## config.mk

```make
export PLATFORM = sky130hd
export DESIGN_NAME = gex_conductance_update_unit
export DESIGN_NICKNAME = d
export VERILOG_FILES = /design/src/rtl/gex_conductance_update_unit.sv
export SDC_FILE = /design/constraint.sdc
export NUM_CORES = 2
export LEC_CHECK = 0
export ABC_CLOCK_PERIOD_IN_PS = 15800
export BUFFER_PORTS_ARGS = -buffer_cell sky130_fd_sc_hd__buf_4
export CORE_UTILIZATION = 25
export DETAILED_ROUTE_END_ITERATION = 10
export GPL_ROUTABILITY_DRIVEN = 0
export PLACE_DENSITY_LB_ADDON = 0.15
export SYNTH_ARGS = -nofsm -noshare
export SYNTH_HDL_FRONTEND = slang
export SYNTH_SLANG_ARGS = --single-unit
```

## constraint.sdc

```tcl
create_clock -name Clock -period 15.8 [get_ports Clock]
set_input_delay 1.58 -clock Clock [delete_from_list [all_inputs] [get_ports Clock]]
set_output_delay 1.58 -clock Clock [all_outputs]
set_load 0.005 [all_outputs]
```

## src/rtl/gex_conductance_update_unit.sv

```systemverilog
// gex_conductance_update_unit: next excitatory conductance sample
//   gexOut = gex - (gex*DeltaT)/Taugex + WeightSum   (signed fixed point)
// Sequence: IDLE -> MULT (1) -> DIV (DATA_WIDTH) -> ACC (1) -> DONE (1) -> IDLE.
// Optional build macro GEX_SATURATE_EN: saturating accumulate plus SatFlag output;
// without it the accumulate wraps modulo 2^DATA_WIDTH.
module gex_conductance_update_unit #(
    parameter int INTEGER_WIDTH   = 32,
    parameter int DATA_WIDTH_FRAC = 32,
    parameter int DATA_WIDTH      = INTEGER_WIDTH + DATA_WIDTH_FRAC,
    parameter int DELTAT_WIDTH    = 4
) (
    input  logic                     Clock,
    input  logic                     Reset,
    input  logic                     Start,
    input  logic [DATA_WIDTH-1:0]    gex,
    input  logic [DATA_WIDTH-1:0]    WeightSum,
    input  logic [DELTAT_WIDTH-1:0]  DeltaT,
    input  logic [INTEGER_WIDTH-1:0] Taugex,
    output logic                     Busy,
    output logic                     Done,
    output logic                     DivZero,
`ifdef GEX_SATURATE_EN
    output logic                     SatFlag,
`endif
    output logic [DATA_WIDTH-1:0]    gexOut
);

    localparam int DW = DATA_WIDTH;
    localparam int IW = INTEGER_WIDTH;
    localparam int FW = DATA_WIDTH_FRAC;
    localparam int CW = $clog2(DATA_WIDTH);
    localparam logic [CW-1:0] CNT_LAST = CW'(DATA_WIDTH - 1);

    typedef enum logic [2:0] {
        S_IDLE,
        S_MULT,
        S_DIV,
        S_ACC,
        S_DONE
    } state_t;

    state_t state_q, state_d;

    // Operands captured when Start is accepted
    logic [DW-1:0]           gex_q;
    logic [DW-1:0]           ws_q;
    logic [DELTAT_WIDTH-1:0] dt_q;
    logic [IW-1:0]           tau_q;

    // Divider state: dvd_q shifts the dividend out and the quotient in
    logic [DW-1:0] dvd_q;
    logic [IW-1:0] rem_q;
    logic [IW-1:0] dvs_q;
    logic          neg_q;
    logic          dz_q;
    logic [CW-1:0] cnt_q;

    // Result registers
    logic [DW-1:0] gexout_q;
    logic          divzero_q;

    // Combinational datapath
    logic [DW-1:0]          dt_ext;
    logic signed [2*DW-1:0] prod;
    logic [DW-1:0]          pq;
    logic [DW-1:0]          pq_abs;
    logic [IW-1:0]          tau_abs;
    logic [IW:0]            rem_sh;
    logic [IW:0]            rem_sub;
    logic                   take;
    logic [DW-1:0]          quo;
    logic [DW-1:0]          acc;
`ifdef GEX_SATURATE_EN
    logic          satflag_q;
    logic [DW+1:0] acc_w;
    logic          sat;
`endif

    // State register
    always_ff @(posedge Clock or negedge Reset) begin
        if (!Reset) begin
            state_q <= S_IDLE;
        end else begin
            state_q <= state_d;
        end
    end

    // Next-state logic
    always_comb begin
        state_d = state_q;
        case (state_q)
            S_IDLE:  if (Start) state_d = S_MULT;
            S_MULT:  state_d = S_DIV;
            S_DIV:   if (cnt_q == CNT_LAST) state_d = S_ACC;
            S_ACC:   state_d = S_DONE;
            S_DONE:  state_d = S_IDLE;
            default: state_d = S_IDLE;
        endcase
    end

    // FSM outputs
    always_comb begin
        Busy = (state_q != S_IDLE);
        Done = (state_q == S_DONE);
    end

    // Multiply, divider step and accumulate arithmetic
    always_comb begin
        // DeltaT sits just below the binary point: value = DeltaT * 2^-DELTAT_WIDTH
        dt_ext = '0;
        dt_ext[FW-1 -: DELTAT_WIDTH] = dt_q;
        prod    = $signed({{DW{gex_q[DW-1]}}, gex_q}) * $signed({{DW{1'b0}}, dt_ext});
        pq      = DW'(prod >>> FW);
        pq_abs  = pq[DW-1] ? -pq : pq;
        tau_abs = tau_q[IW-1] ? -tau_q : tau_q;

        rem_sh  = {rem_q, dvd_q[DW-1]};
        rem_sub = rem_sh - {1'b0, dvs_q};
        take    = (rem_sh >= {1'b0, dvs_q});

        quo = dz_q ? '0 : (neg_q ? -dvd_q : dvd_q);

`ifdef GEX_SATURATE_EN
        // Two guard bits: three equal top bits means the sum fits in DW bits
        acc_w = {{2{gex_q[DW-1]}}, gex_q} - {{2{quo[DW-1]}}, quo} + {{2{ws_q[DW-1]}}, ws_q};
        sat   = !((acc_w[DW+1:DW-1] == 3'b000) || (acc_w[DW+1:DW-1] == 3'b111));
        if (!sat) begin
            acc = acc_w[DW-1:0];
        end else if (acc_w[DW+1]) begin
            acc = {1'b1, {(DW-1){1'b0}}};
        end else begin
            acc = {1'b0, {(DW-1){1'b1}}};
        end
`else
        acc = gex_q - quo + ws_q;
`endif
    end

    // Operand capture, divider iteration and result registration
    always_ff @(posedge Clock or negedge Reset) begin
        if (!Reset) begin
            gex_q     <= '0;
            ws_q      <= '0;
            dt_q      <= '0;
            tau_q     <= '0;
            dvd_q     <= '0;
            rem_q     <= '0;
            dvs_q     <= '0;
            neg_q     <= 1'b0;
            dz_q      <= 1'b0;
            cnt_q     <= '0;
            gexout_q  <= '0;
            divzero_q <= 1'b0;
`ifdef GEX_SATURATE_EN
            satflag_q <= 1'b0;
`endif
        end else begin
            case (state_q)
                S_IDLE: begin
                    if (Start) begin
                        gex_q <= gex;
                        ws_q  <= WeightSum;
                        dt_q  <= DeltaT;
                        tau_q <= Taugex;
                    end
                end
                S_MULT: begin
                    dvd_q <= pq_abs;
                    rem_q <= '0;
                    dvs_q <= tau_abs;
                    neg_q <= pq[DW-1] ^ tau_q[IW-1];
                    dz_q  <= (tau_q == '0);
                    cnt_q <= '0;
                end
                S_DIV: begin
                    dvd_q <= {dvd_q[DW-2:0], take};
                    rem_q <= take ? IW'(rem_sub) : IW'(rem_sh);
                    cnt_q <= cnt_q + CW'(1);
                end
                S_ACC: begin
                    // Registered here so gexOut/DivZero are valid throughout the Done cycle
                    gexout_q  <= acc;
                    divzero_q <= dz_q;
`ifdef GEX_SATURATE_EN
                    satflag_q <= sat;
`endif
                end
                default: ;
            endcase
        end
    end

    assign gexOut  = gexout_q;
    assign DivZero = divzero_q;
`ifdef GEX_SATURATE_EN
    assign SatFlag = satflag_q;
`endif

endmodule

```

# [Word level (Yosys, flattened, before mapping)]
# Cells that the tools add are included.
[classes] n_addsub=7 mul=1 div_mod_pow=0 order_cmp=1 eq_ne=7 n_shift=0 muxes=11 n_bitwise=1 reduce_logical=6
[ops] op="$mux W64" n=3
[ops] op="$neg A64 Y64" n=2
[ops] op="$pmux W64 S2" n=1
[ops] op="$mul A64 B5 Y68" n=1
[ops] op="$add A64 B64 Y64" n=1
[ops] op="$mux W32" n=2
[ops] op="$pmux W32 S2" n=1
[ops] op="$sub A64 B64 Y64" n=1
[ops] op="$ge A33 B32 Y1" n=1
[ops] op="$logic_not A32 Y1" n=1
[ops] op="$neg A32 Y32" n=1
[ops] op="$sub A32 B32 Y32" n=1
[ops] op="$pmux W3 S4" n=1
[ops] op="$pmux W6 S2" n=1
[ops] op="$add A6 B1 Y6 const B" n=1
[ops] op="$eq A3 B2 Y1 const B" n=2
[ops] op="$eq A6 B6 Y1 const B" n=1
[ops] op="$mux W3" n=2
[ops] op="$ne A2 B2 Y1 const B" n=2
[ops] op="$reduce_and A2 Y1" n=2
[ops] op="$eq A3 B1 Y1 const B" n=1
[ops] op="$eq A3 B3 Y1 const B" n=1
[ops] op="$logic_not A3 Y1" n=1
[ops] op="$reduce_bool A3 Y1" n=1
[ops] op="2 further kinds" n=2
[totals] ff_bits=368 latchBits=0 mem_bits_rw=0 mem_bits_ro=0 in_bits=167 out_inout_bits=67 word_cells=47 memories=0

# [Logic depth before layout (Yosys ltp)]
[depth] ltp_word=5 ltp_mapped=31

# [Worst setup path before layout]
# Ideal clock, no wire load.
[synth_path] path_type="register to register" from="register dvd_q[8]" to="register gexout_q[63], in the netlist gexOut[63]" setup_time_ns=0.131 arrival_ns=5.944 t_required_ns=15.669 slack_ns=9.725 stages_incl_launch_ff=28 n_path_buf=1 synth_period_minus_slack_ns=6.075 cell_sequence="dfrtp_1 > or3_4 > or4_4 > nor3b_4 > nand3_2 > nor2_2 > nand2_2 > or4_4 > or3_4 > o31ai_1 > xor2_1 > nor2_1 > fa_1 > inv_1 > ha_1 > clkbuf_1 > nand4_1 > nor3_1 > inv_1 > nor4_1 > o21ai_0 > nand4_1 > nand4_1 > a31oi_1 > a21o_1 > a41oi_1 > xnor2_1 > o21ai_1"
[synth_via] elab_chain_cells=5
[synth_lines] element="start: declaration" line_no="51" rtl="logic [DW-1:0] dvd_q;"
[synth_lines] element="start signal: assignment" line_no="168" rtl="dvd_q <= pq_abs;"
[synth_lines] element="start signal: assignment" line_no="176" rtl="dvd_q <= {dvd_q[DW-2:0], take};"
[synth_lines] element="$neg A64 Y64" line_no="121" rtl="quo = dz_q ? '0 : (neg_q ? -dvd_q : dvd_q);"
[synth_lines] element="$mux W64 (*) (2 in series)" line_no="121"
[synth_lines] element="$sub A64 B64 Y64 (*)" line_no="135" rtl="acc = gex_q - quo + ws_q;"
[synth_lines] element="$add A64 B64 Y64 (*)" line_no="135"
[synth_lines] element="end signal: assignment" line_no="152" rtl="gexout_q <= '0;"
[synth_lines] element="end signal: assignment" line_no="182" rtl="gexout_q <= acc;"
[synth_lines] element="end: declaration" line_no="59" rtl="logic [DW-1:0] gexout_q;"
# Mark *: on every way between the ends. The rest lies on a longest branch, timed or not.
# A chain may end at the register's enable or synchronous reset.

# [Worst setup path after layout]
[layout_path] from="register dvd_q[2]" to="register gexout_q[63], in the netlist gexOut[63]"
# Same word-level chain as after synthesis.

==> parameters.txt <==
Parameter                              Value

Outcome
  Result of the run    completed

Job
  Number of max-cap violations    0

STA
  Final sum of negative setup slack    0 ps
  RSZ-0062 raised after global routing    false
  Min Tclk post-route    8155 ps
  Number of failing hold endpoints at the final stage    0
  Final setup violation count    0
  Max Fclk    122.6 MHz
  Worst clock skew    34.09 ps
  Count of pins over their slew limit    0
  Tightest Pin Transition    979.7 ps
  Ratio of final minimum period to clock period    51.62%
  Headroom to the max-slew limit    34.69%

Synth
  Main synth FF type    dfrtp_1
  Post-synthesis share of cell area spent on and, or, nand and nor gates    17.46%
  Syn avg cell area    8.287 sq um
  Dominant combinational cell family by area after synthesis    adder cells
  Share of the synthesized area in compound gates (AO/OA/AOI/OAI)    18.94%
  Synth Cell Area    34630 sq um
  Cell count after synthesis    4179
  Count of different cell masters after synthesis    97
  Async SR Flop Fraction    100.0%
  Sequential element share of the synthesized area    26.59%
  Multiplexer fraction of the synthesized cell area    1.933%
  Total nets after synthesis    4768
  Area share of fa/ha/maj cells after synthesis    19.39%
  Count of flip-flops with a built-in enable after synthesis    0
  Count of state elements after synthesis    368
  Xor and xnor area share after synthesis    7.309%
  Yosys warns    0

Worst setup path
  Critical path capture point type    register
  Max stage delay cell, worst path    nor3b_4
  Category of cells accounting for the largest share of critical-path delay    simple AND/OR/NAND/NOR gates
  Worst Setup Start Kind    register
  Count of buffering cells on the critical path with inverters included    2
  Critical path data required time    16320 ps
  Critical setup path kind    register to register
  Delay of the slowest critical-path stage    520 ps
  Arrival time worst endpoint    ~8700 ps
  Max Fanout on Critical Path    6

Floorplan
  Floorplan row count    136
  Starting density of the core    between 20% and 30%
  Chip Width    374.2 um
  Num ports    234
  Core outline area    137500 sq um
  Area enclosed by the die boundary    140000 sq um
  Die height    about 370 um

Global route
  Total global routing overflow    0
  Antenna violations before repair    0
  Via count of the first global-routing pass    ~30000
  Global-route usage over all layers    16.20%
  Pin count of the biggest net entering global routing    130
  Wire length of the first global-routing pass    179500 um

Clock tree
  CTS Buf Count    52
  CTS clock-pin slew for the worst setup and hold paths    about 60 ps
  Post-cts gate resize count    0
  Latest clock arrival within the worst-skew pair    roughly 660 ps
  Clk root buf    clkbuf_16
  Post-CTS Setup Repair Bufs    0
  H-tree depth    2
  Clock sink count    368
  Number of buffers inserted for hold repair after clock tree synthesis    0
  TritonCTS clock tree    done
  Worst-case clock buffer depth    3

Place
  Buffers on Ports    233
  Final HPWL DP    88230 um

Routing
  Via count    28960
  Starting DRC count in detailed routing    1538
  Drt wl/cell    18.36 um
  Via-to-Cell Ratio    4.712
  Antenna viol nets, final    0
  Detailed-router iteration count before antenna repair    5
  Total DRC errors in the routed layout    0
  Drt total wl    112900 um

Layout
  Net count, final    4898
  Area taken by multi-input logic gates    between 20000 and 25000 sq um
  Number of antenna diodes    0
  Sequential cell area    9213 sq um
  Synth-to-layout area growth    15.74%
  Filler cell count    14890
  Proportion of layout cells with a drive suffix above 1    10.57%

Hold path
  Class of the tightest hold or removal check    register to register
final timing paths:
path,depth (start not counted),end,slack [ps],startpoint
max,27,gexOut[63]$_DFFE_PN0P_,7640,dvd_q[2]$_DFFE_PN0P_
min,2,rem_q[31]$_DFFE_PN0P_,470,rem_q[31]$_DFFE_PN0P_
max reg2reg,27,gexOut[63]$_DFFE_PN0P_,7640,dvd_q[2]$_DFFE_PN0P_
min reg2reg,2,rem_q[31]$_DFFE_PN0P_,470,rem_q[31]$_DFFE_PN0P_
max in group asynchronous,3,tau_q[4]$_DFFE_PN0P_,12850,Reset
min in group asynchronous,1,ws_q[7]$_DFFE_PN0P_,860,Reset
placed cells by master, fill, tap and decap left out, types with 54 or more instances in the layout:
cell	Yosys	final
inv_1	566	566
nand2_1	489	489
o21ai_0	442	442
dfrtp_1	368	365
buf_4	0	264
ha_1	231	231
and2_1	212	210
fa_1	191	191
nor2_1	182	181
a21oi_1	178	177
xor2_1	177	176
xnor2_1	112	112
a21o_1	91	91
a22oi_1	61	61
o31ai_1	54	54
sequential cells by signal, indices dropped and copies added (netlist names):
signal / count
dz_q: 1
ws_q: 64
rem_q: 32
tau_q: 32
neg_q: 1
gexOut: 64
dvd_q: 64
dt_q: 4
gex_q: 64
state_q: 3
dvs_q: 32
cnt_q: 6
DivZero: 1
cells by family after synthesis:
| logic type | count (synthesis) |
|---|---|
| and+or+nand+nor | 1219 |
| AOI/OAI and AO/OA | 1063 |
| buffers and inverters | 756 |
| adders and majority gates | 422 |
| DFF | 368 |
| xor gates and xnor gates | 289 |
| muxes | 62 |
area by class of cell:
cell class / instances / area share (%)
clock buffers: 69 / 3.659
clock inverters: 28 / 1.121
inverters: 566 / 5.300
multi-input cells: 3055 / 56.30
flip-flops and latches: 368 / 22.98
well taps: 1794 / 5.600
repair buffers: 266 / 5.032
worst min-delay path, stage by stage, from the launching register on:
cell and delay, ps:
dfrtp_1 330, nand2_1 50, o31ai_1 60
through the flow:
step	instance area, sq um	utilization, %	instances	setup slack (ps)	hold slack (ps)
2_1_floorplan	34630	-	4179	9725	441.9
3_3_place_gp	38170	27.76	6049	7603	463.0
3_5_place_dp	38170	27.76	6049	7673	461.1
4_1_cts	40080	29.15	6146	7589	473.4
5_1_grt	40080	29.15	6146	6914	499.1
6_report	40080	29.15	6146	7645	472.8
layer usage:
layer / global-route usage, % / wire [um] / up-vias
met5: 0 / 0 / -
met4: 3.255 / 1963 / 0
met3: 1.926 / 3691 / 99
met2: 27.29 / 53540 / 452
met1: 22.18 / 53660 / 14100
li1: - / - / 14310
Yosys cell counts, drive strengths merged (112+ instances only):
master,n,area share [%]
inv,566,6.1
nand2,490,5.3
o21ai,455,6.6
dfrtp,368,27
ha,231,8.3
and2,213,3.9
fa,191,11
nor2,184,2.0
a21oi,178,2.6
xor2,177,4.5
clkbuf,172,2.0
xnor2,112,2.8
Power is left out: the tool's default activity adds up to more than one toggle a clock period on the data nets, which glitch-free logic cannot reach.
